$ cat config.mk
export PLATFORM = sky130hd
export DESIGN_NAME = ws2812_frame_sched
export DESIGN_NICKNAME = d
export VERILOG_FILES = /design/src/rtl/ws2812_frame_sched_pkg.sv /design/src/rtl/ws2812_gap_timer.sv /design/src/rtl/ws2812_frame_sched.sv
export SDC_FILE = /design/constraint.sdc
export NUM_CORES = 1
export LEC_CHECK = 0
export BUFFER_PORTS_ARGS = -buffer_cell sky130_fd_sc_hd__buf_2
export CELL_PAD_IN_SITES_DETAIL_PLACEMENT = 1
export CELL_PAD_IN_SITES_GLOBAL_PLACEMENT = 1
export CORE_UTILIZATION = 41
export CTS_BUF_LIST = sky130_fd_sc_hd__clkbuf_8
export DETAILED_ROUTE_END_ITERATION = 10
export PLACE_DENSITY = 0.87
export SLEW_MARGIN = 30
export SYNTH_ARGS = -nofsm -noshare
export SYNTH_HDL_FRONTEND = slang
export SYNTH_SLANG_ARGS = --single-unit
$ cat constraint.sdc
create_clock -name sys_clk -period 5.1 [get_ports sys_clk]
set_input_delay 1.275 -clock sys_clk [delete_from_list [all_inputs] [get_ports sys_clk]]
set_output_delay 1.275 -clock sys_clk [all_outputs]
set_load 0.05 [all_outputs]
$ cat src/rtl/ws2812_frame_sched_pkg.sv
// Shared defaults, FSM encoding and pixel type for the WS2812 frame scheduler.
// The parameter defaults describe one 8x8 matrix driven from a 50 MHz system clock.
package ws2812_frame_sched_pkg;

    localparam int NUM_PIX_DEF    = 64;
    localparam int LATCH_CYC_DEF  = 15000;
    localparam int STARVE_MAX_DEF = 4;

    typedef enum logic [2:0] {
        IDLE,
        FETCH,
        WAIT,
        SEND,
        LATCH
    } state_t;

    // Byte order matches the WS2812 wire order: green first.
    typedef struct packed {
        logic [7:0] g;
        logic [7:0] r;
        logic [7:0] b;
    } grb_t;

endpackage

$ cat src/rtl/ws2812_gap_timer.sv
// Reset-gap timer. A start pulse loads the full gap length, and done pulses in the
// last cycle of the gap.
module ws2812_gap_timer
    import ws2812_frame_sched_pkg::*;
#(
    parameter int LATCH_CYC = LATCH_CYC_DEF
) (
    input  logic sys_clk,
    input  logic sys_rst,
    input  logic start,
    output logic done
);

    localparam int CNT_W = $clog2(LATCH_CYC + 1);

    logic [CNT_W-1:0] cnt_q;
    logic [CNT_W-1:0] cnt_d;

    // Count down to zero and stop there, so the counter never wraps.
    always_comb begin
        cnt_d = cnt_q;
        if (start) begin
            cnt_d = CNT_W'(LATCH_CYC);
        end else if (cnt_q != '0) begin
            cnt_d = cnt_q - 1'b1;
        end
    end

    always_ff @(posedge sys_clk) begin
        if (sys_rst) begin
            cnt_q <= '0;
        end else begin
            cnt_q <= cnt_d;
        end
    end

    assign done = (cnt_q == CNT_W'(1));

endmodule

$ cat src/rtl/ws2812_frame_sched.sv
// Arbitrates whole LED frames between the game renderer and the intro animation.
// Pixels are streamed to the serial driver, and each frame ends with the reset gap.
module ws2812_frame_sched
    import ws2812_frame_sched_pkg::*;
#(
    parameter int NUM_PIX    = NUM_PIX_DEF,
    parameter int LATCH_CYC  = LATCH_CYC_DEF,
    parameter int STARVE_MAX = STARVE_MAX_DEF
) (
    input  logic                       sys_clk,
    input  logic                       sys_rst,
    input  logic                       req_game,
    input  logic                       req_intro,
    output logic                       gnt_game,
    output logic                       gnt_intro,
    output logic                       rd_en,
    output logic [$clog2(NUM_PIX)-1:0] rd_addr,
    input  grb_t                       rd_data_game,
    input  grb_t                       rd_data_intro,
    output logic                       px_valid,
    output grb_t                       px_data,
    output logic                       px_last,
    input  logic                       px_ready,
    output logic                       frame_busy,
    output logic                       frame_done
);

    localparam int IDX_W = $clog2(NUM_PIX);
    localparam int STV_W = $clog2(STARVE_MAX + 1);
    localparam logic [IDX_W-1:0] LAST_IDX = IDX_W'(NUM_PIX - 1);

    state_t           state_q, state_d;
    logic [IDX_W-1:0] idx_q, idx_d;
    logic [STV_W-1:0] starve_q, starve_d;
    logic             gnt_game_q, gnt_game_d;
    logic             gnt_intro_q, gnt_intro_d;
    grb_t             px_data_q, px_data_d;
    logic             px_valid_q, px_valid_d;
    logic             px_last_q, px_last_d;
    logic             frame_done_q, frame_done_d;
    logic             pick_intro;
    logic             gap_start;
    logic             gap_done;

    always_comb begin
        state_d      = state_q;
        idx_d        = idx_q;
        starve_d     = starve_q;
        gnt_game_d   = gnt_game_q;
        gnt_intro_d  = gnt_intro_q;
        px_data_d    = px_data_q;
        px_valid_d   = px_valid_q;
        px_last_d    = px_last_q;
        frame_done_d = 1'b0;
        pick_intro   = 1'b0;
        gap_start    = 1'b0;

        case (state_q)
            IDLE: begin
                if (req_game || req_intro) begin
                    // The game wins ties until the intro has waited STARVE_MAX frames.
                    pick_intro  = req_intro && (!req_game || starve_q == STV_W'(STARVE_MAX));
                    gnt_intro_d = pick_intro;
                    gnt_game_d  = !pick_intro;
                    if (pick_intro || !req_intro) begin
                        starve_d = '0;
                    end else if (starve_q != STV_W'(STARVE_MAX)) begin
                        starve_d = starve_q + 1'b1;
                    end
                    idx_d   = '0;
                    state_d = FETCH;
                end
            end
            FETCH: begin
                state_d = WAIT;
            end
            WAIT: begin
                px_data_d  = gnt_intro_q ? rd_data_intro : rd_data_game;
                px_valid_d = 1'b1;
                px_last_d  = (idx_q == LAST_IDX);
                state_d    = SEND;
            end
            SEND: begin
                // px_valid is always high in SEND, so px_ready alone completes the handshake.
                if (px_ready) begin
                    px_valid_d = 1'b0;
                    px_last_d  = 1'b0;
                    if (idx_q == LAST_IDX) begin
                        gap_start = 1'b1;
                        state_d   = LATCH;
                    end else begin
                        idx_d   = idx_q + 1'b1;
                        state_d = FETCH;
                    end
                end
            end
            LATCH: begin
                if (gap_done) begin
                    frame_done_d = 1'b1;
                    gnt_game_d   = 1'b0;
                    gnt_intro_d  = 1'b0;
                    state_d      = IDLE;
                end
            end
            default: begin
                state_d = IDLE;
            end
        endcase
    end

    always_ff @(posedge sys_clk) begin
        if (sys_rst) begin
            state_q      <= IDLE;
            idx_q        <= '0;
            starve_q     <= '0;
            gnt_game_q   <= 1'b0;
            gnt_intro_q  <= 1'b0;
            px_data_q    <= '0;
            px_valid_q   <= 1'b0;
            px_last_q    <= 1'b0;
            frame_done_q <= 1'b0;
        end else begin
            state_q      <= state_d;
            idx_q        <= idx_d;
            starve_q     <= starve_d;
            gnt_game_q   <= gnt_game_d;
            gnt_intro_q  <= gnt_intro_d;
            px_data_q    <= px_data_d;
            px_valid_q   <= px_valid_d;
            px_last_q    <= px_last_d;
            frame_done_q <= frame_done_d;
        end
    end

    ws2812_gap_timer #(
        .LATCH_CYC (LATCH_CYC)
    ) u_gap_timer (
        .sys_clk (sys_clk),
        .sys_rst (sys_rst),
        .start   (gap_start),
        .done    (gap_done)
    );

    assign gnt_game   = gnt_game_q;
    assign gnt_intro  = gnt_intro_q;
    assign rd_en      = (state_q == FETCH);
    assign rd_addr    = idx_q;
    assign px_valid   = px_valid_q;
    assign px_data    = px_data_q;
    assign px_last    = px_last_q;
    assign frame_busy = (state_q != IDLE);
    assign frame_done = frame_done_q;

endmodule

# Yosys cells after proc, flatten, opt, wreduce, memory -nomap -nowiden
# Index checks and enable logic that the tools add are counted.
# op_classes
addsub	3
eq_ne	12
muxes	26
bitwise	1
n_reduce_logical	22
# op_table
cell	count
2-to-1 mux 14 bit	2
2-to-1 mux 24 bit	1
2-to-1 mux 3 bit	6
2-to-1 mux 6 bit	3
one-hot mux 3 bit (5 select lines)	1
equality test 14 x 1 -> 1 bit, second input constant	1
nonzero test 14 bit	1
subtractor 14 x 1 -> 14 bit, second input constant	1
one-hot mux 6 bit (2 select lines)	1
nonzero test 2 bit	5
AND reduction 3 bit	3
2-to-1 mux 1 bit	8
!= test 2 bit, second input constant	4
one-hot mux 1 bit (2 select lines)	4
adder 6 x 1 -> 6 bit, second input constant	1
equality test 3 x 2 -> 1 bit, second input constant	2
equality test 3 bit, second input constant	2
equality test 6 bit, second input constant	1
AND reduction 4 bit	1
OR reduction 2 bit	2
adder 3 x 1 -> 3 bit, second input constant	1
equality test 3 x 1 -> 1 bit, second input constant	1
logical NOT 1 bit	3
logical NOT 3 bit	1
other kinds (6)	8
# word_totals
register_bits	55
in_bits	53
out_inout_bits	37
elab_cells	77

# Logic depth before layout (Yosys ltp)
# logic_depth
ltp_word	6
mapped_depth	7
ltp_nobuf	6

# Cells and area by module
# From an unflattened synthesis, not the netlist that was laid out.
# unflattened
hier_cells	300
area_unflattened_um2	2708.8
# modules_own_cells
module	n_inst	cells_each	area_per_inst_um2	seq_area_each_um2
ws2812_frame_sched	1	212	1953.1	820.8
ws2812_gap_timer	1	88	755.7	280.3

# Least setup slack after synthesis
# OpenSTA, ideal clock, no wires.
# synth_timing
path_kind	flip-flop to output port
startpoint	reg state_q[0]
endpoint	out rd_en
t_arrival_ps	1749
t_required_ps	3825
path_slack_ps	2076
stages_incl_launch_ff	3
path_buffers	1
cell_sequence	dfxtp_1 > clkbuf_1 > nor3b_1
# synth_between
elab_chain_len	1
# synth_lines
element	line_no	text
start: declaration	ws2812_frame_sched.sv:32	state_t state_q, state_d;
start signal: assignment	ws2812_frame_sched.sv:123	state_q <= state_d;
equality test 3 x 1 -> 1 bit	ws2812_frame_sched.sv:146	assign rd_en = (state_q == FETCH);
end: declaration	ws2812_frame_sched.sv:16	output logic rd_en,
# No other way between the ends.

# Final worst setup path
# layout_timing
startpoint	reg state_q[2]
endpoint	out frame_busy
# layout_between
elab_chain_len	1
# layout_lines
element	line_no	text
nonzero test 3 bit	ws2812_frame_sched.sv:151	assign frame_busy = (state_q != IDLE);
end: declaration	ws2812_frame_sched.sv:24	output logic frame_busy,
# No other way between the ends.

==> flow_summary.toml <==
[worst_setup_path]
r2r_start = "u_gap_timer.cnt_q[0]$_SDFFE_PP0P_"
start_kind = "flip-flop"
cp-startpoint = "state_q[2]$_SDFFE_PP0P_"
endpoint_kind = "primary output"
endpoint = "frame_busy"
ff2ff_path_depth = 6
required_ns = 3.83
arrival_ns = 1.45
worst-path-max-fanout = 11
critPathKind = "flip-flop to primary output"
r2r_slack_ns = 2.90
r2r_end = "u_gap_timer.cnt_q[13]$_SDFFE_PP0P_"

[timing]
finalCritPeriodShare_pct = 53.4
rsz0062_at_grt = "no"
setup_violations = 0
slew_viol_final = 0
worst_pin_slew_ns = 0.804
slew_headroom_pct = 46.4
finalHoldViolations = 0
layout_min_cycle_time_ns = 2.72
clock_skew_ns = 0.00598
tns_ns = 0
max_freq_ghz = 0.367

[route]
drt-vias-per-instance = 5.60
vias = 2571
wire_per_inst_um = 16.4
wl_um = 7540
first_pass_iters = 4
ant_nets = 0
drt_iter0_markers = 158
drc = 0

[cts]
cts.sinks = 55
clk_path_buf_depth = 2
root_buffer = "clkbuf_8"
path_clk_slew_ns = 0.10
postCtsSetupBuffers = 0
cts.htree.levels = 2
cts_tree = "yes"
numCtsBuffers = 5
cts.repair.resized = 0
clk_latency_ns = 0.31
hold_buffers = 0

[synth]
synth_cell_types = 50
synth-seq-area-share_pct = 40.7
synth-seq-cells = 55
ys.flop_type = "dfxtp_1"
netlist_area_mm2 = 0.00271
ys_warn_count = 0
yosysTopAreaCellShare_pct = 40.7
synth_largest_area_cell = "dfxtp_1"
async_flop_share_pct = 0
synth_nets = 361
netlist_top_cells_area = "dfxtp_1 (41%), mux2i_1 (9.6%), a211oi_1 (7.8%)"
synth_edf_count = 0
synth_area_per_cell_um2 = 8.93
syn_inst = 303

[final_layout]
stdcell_area_mm2 = 0.00329
final_nets = 439
n_antenna_cell = 0
area_growth_pct = 21.6
fillers = 771
final_layout_size_suffix_gt1_share_pct = 29.3

[global_route]
grt_pass1_vias = 2649
track_usage_pct = 22.6
grt_pass1_wl_um = 12700
antenna_found_initial = 0
grt_max_degree = 47
overflow = 0

[pwr]
powerDensity_mw_per_mm2 = 473
power_frac_comb_pct = 43.2
p_seq_share_pct = 36.9
p_leak_nw = 1.36
netSwitchingFraction_pct = 42.4
switchingPower_mw = 0.660
clock_power_share_pct = 19.8
max-vdd-ir-drop_uv = 227
p_int_mw = 0.898

[placed_design]
hpwlAfterDp_um = 5530
portBuffers = 89
gp_congestion = 0.798
placed_area_mm2 = 0.00317

[die]
pin_count = 90
core_mm2 = 0.00635
die_h_um = 83.2
die_w_um = 83.2
start_util_pct = 42.6
dieArea_mm2 = 0.00693
num_rows = 29

[worst_hold_path]
hold_depth = 2
min_path_type = "flip-flop to flip-flop"

[flow_run]
max_cap_violations = 0

[run_status]
outcome = "finished clean"
critical path, stage by stage, from the launching register on:
cell and delay [ns]:
dfxtp_1 0.44, or3_4 0.47, buf_2 0.23
power by group through the flow:
| stage | clock network [mW] | registers, mW | logic, mW |
|---|---|---|---|
| after global routing | 0.336 | 0.585 | 0.744 |
| after detailed placement | 0 | 0.581 | 0.667 |
| after floorplan | 0 | 0.646 | 0.440 |
| after global placement | 0 | 0.575 | 0.632 |
| final | 0.309 | 0.575 | 0.674 |
| after CTS | 0.314 | 0.574 | 0.674 |
cell usage after synthesis (all sizes together), types with 2 or more instances:
library cell,number
a2111o,3
a211oi,28
a21oi,13
a311oi,2
a31o,4
a31oi,5
and3,3
and4b,3
buf,6
clkbuf,14
dfxtp,55
ha,5
inv,12
mux2i,26
nand2,14
nand2b,2
nand3,7
nand4,6
nand4b,3
nor2,39
nor2b,2
nor3,11
nor3b,4
nor4,3
o2111ai,2
o21ai,8
o21bai,3
or2,3
or3,3
xnor2,3
per-layer routing:
metal	wire (um)	vias up	track usage [%]
met2	3940	52	40.5
met3	276	6	5.47
met5	0	-	0
met4	82	0	5.33
met1	3240	1236	27.3
li1	-	1277	-
stage by stage:
stage / power (mW) / util [%] / worst slack [ns] / instances / hold WS [ns]
floorplan: 1.09 / - / 2.08 / 303 / 0.463
global placement: 1.21 / 49.9 / 2.27 / 451 / 0.481
detailed placement: 1.25 / 49.9 / 2.18 / 451 / 0.493
CTS: 1.56 / 51.8 / 2.37 / 459 / 0.508
global route: 1.66 / 51.8 / 2.30 / 459 / 0.527
finish: 1.56 / 51.8 / 2.38 / 459 / 0.504
worst min-delay path by stage:
| stage | startpoint | to | slack, ns |
|---|---|---|---|
| 6_report | px_data[8]$_SDFFE_PP0P_ | px_data[8]$_SDFFE_PP0P_ | 0.50 |
| 5_1_grt | px_data[6]$_SDFFE_PP0P_ | px_data[6]$_SDFFE_PP0P_ | 0.53 |
| 4_1_cts | px_data[11]$_SDFFE_PP0P_ | px_data[11]$_SDFFE_PP0P_ | 0.51 |
| 2_1_floorplan | starve_q[2]$_SDFFE_PP0P_ | starve_q[2]$_SDFFE_PP0P_ | 0.46 |
| 3_5_place_dp | px_data[11]$_SDFFE_PP0P_ | px_data[11]$_SDFFE_PP0P_ | 0.49 |
| 3_3_place_gp | starve_q[2]$_SDFFE_PP0P_ | starve_q[2]$_SDFFE_PP0P_ | 0.48 |
placed cells by master (no fill, tap or decap), drive strengths merged, types with 3 or more instances in the layout:
| master | n |
|---|---|
| buf | 91 |
| and4b | 3 |
| a2111o | 3 |
| a31oi | 5 |
| or3 | 3 |
| nor2 | 39 |
| clkbuf | 6 |
| nor3 | 11 |
| a211oi | 28 |
| o21ai | 8 |
| inv | 13 |
| and3 | 3 |
| nor4 | 3 |
| dfxtp | 55 |
| or2 | 3 |
| nor3b | 4 |
| o21bai | 3 |
| a31o | 4 |
| nand4b | 3 |
| nand2 | 14 |
| nand4 | 6 |
| ha | 5 |
| mux2i | 26 |
| xnor2 | 3 |
| a21oi | 13 |
| nand3 | 7 |
kinds of logic (layout without fill, tap and decap cells):
group	count (synthesis)	after routing	share of synthesized area, %
flops	55	55	40.7
buf+inv	32	111	5.32
fa+ha+maj	5	5	2.31
mux	26	26	9.62
compound gates	76	76	20.2
xor+xnor	3	3	0.972
simple gates	106	106	20.9
flip-flops by register name, summed over array words and instances, names as in the netlist:
signal             flops
px_data               24
u_gap_timer.cnt_q     14
rd_addr                6
starve_q               3
state_q                3
frame_done             1
gnt_game               1
gnt_intro              1
px_last                1
px_valid               1
cell type report:
type	count	area, um^2	area share (%)
timing repair buffer	91	460	14.0
clock inverter	2	38.8	1.18
tap	77	96.3	2.93
sequential	55	1100	33.5
clock buffer	6	82.6	2.51
multi-input combinational	216	1470	44.6
inverter	12	45.0	1.37
Note: power is estimated with default switching activity, not from simulation.
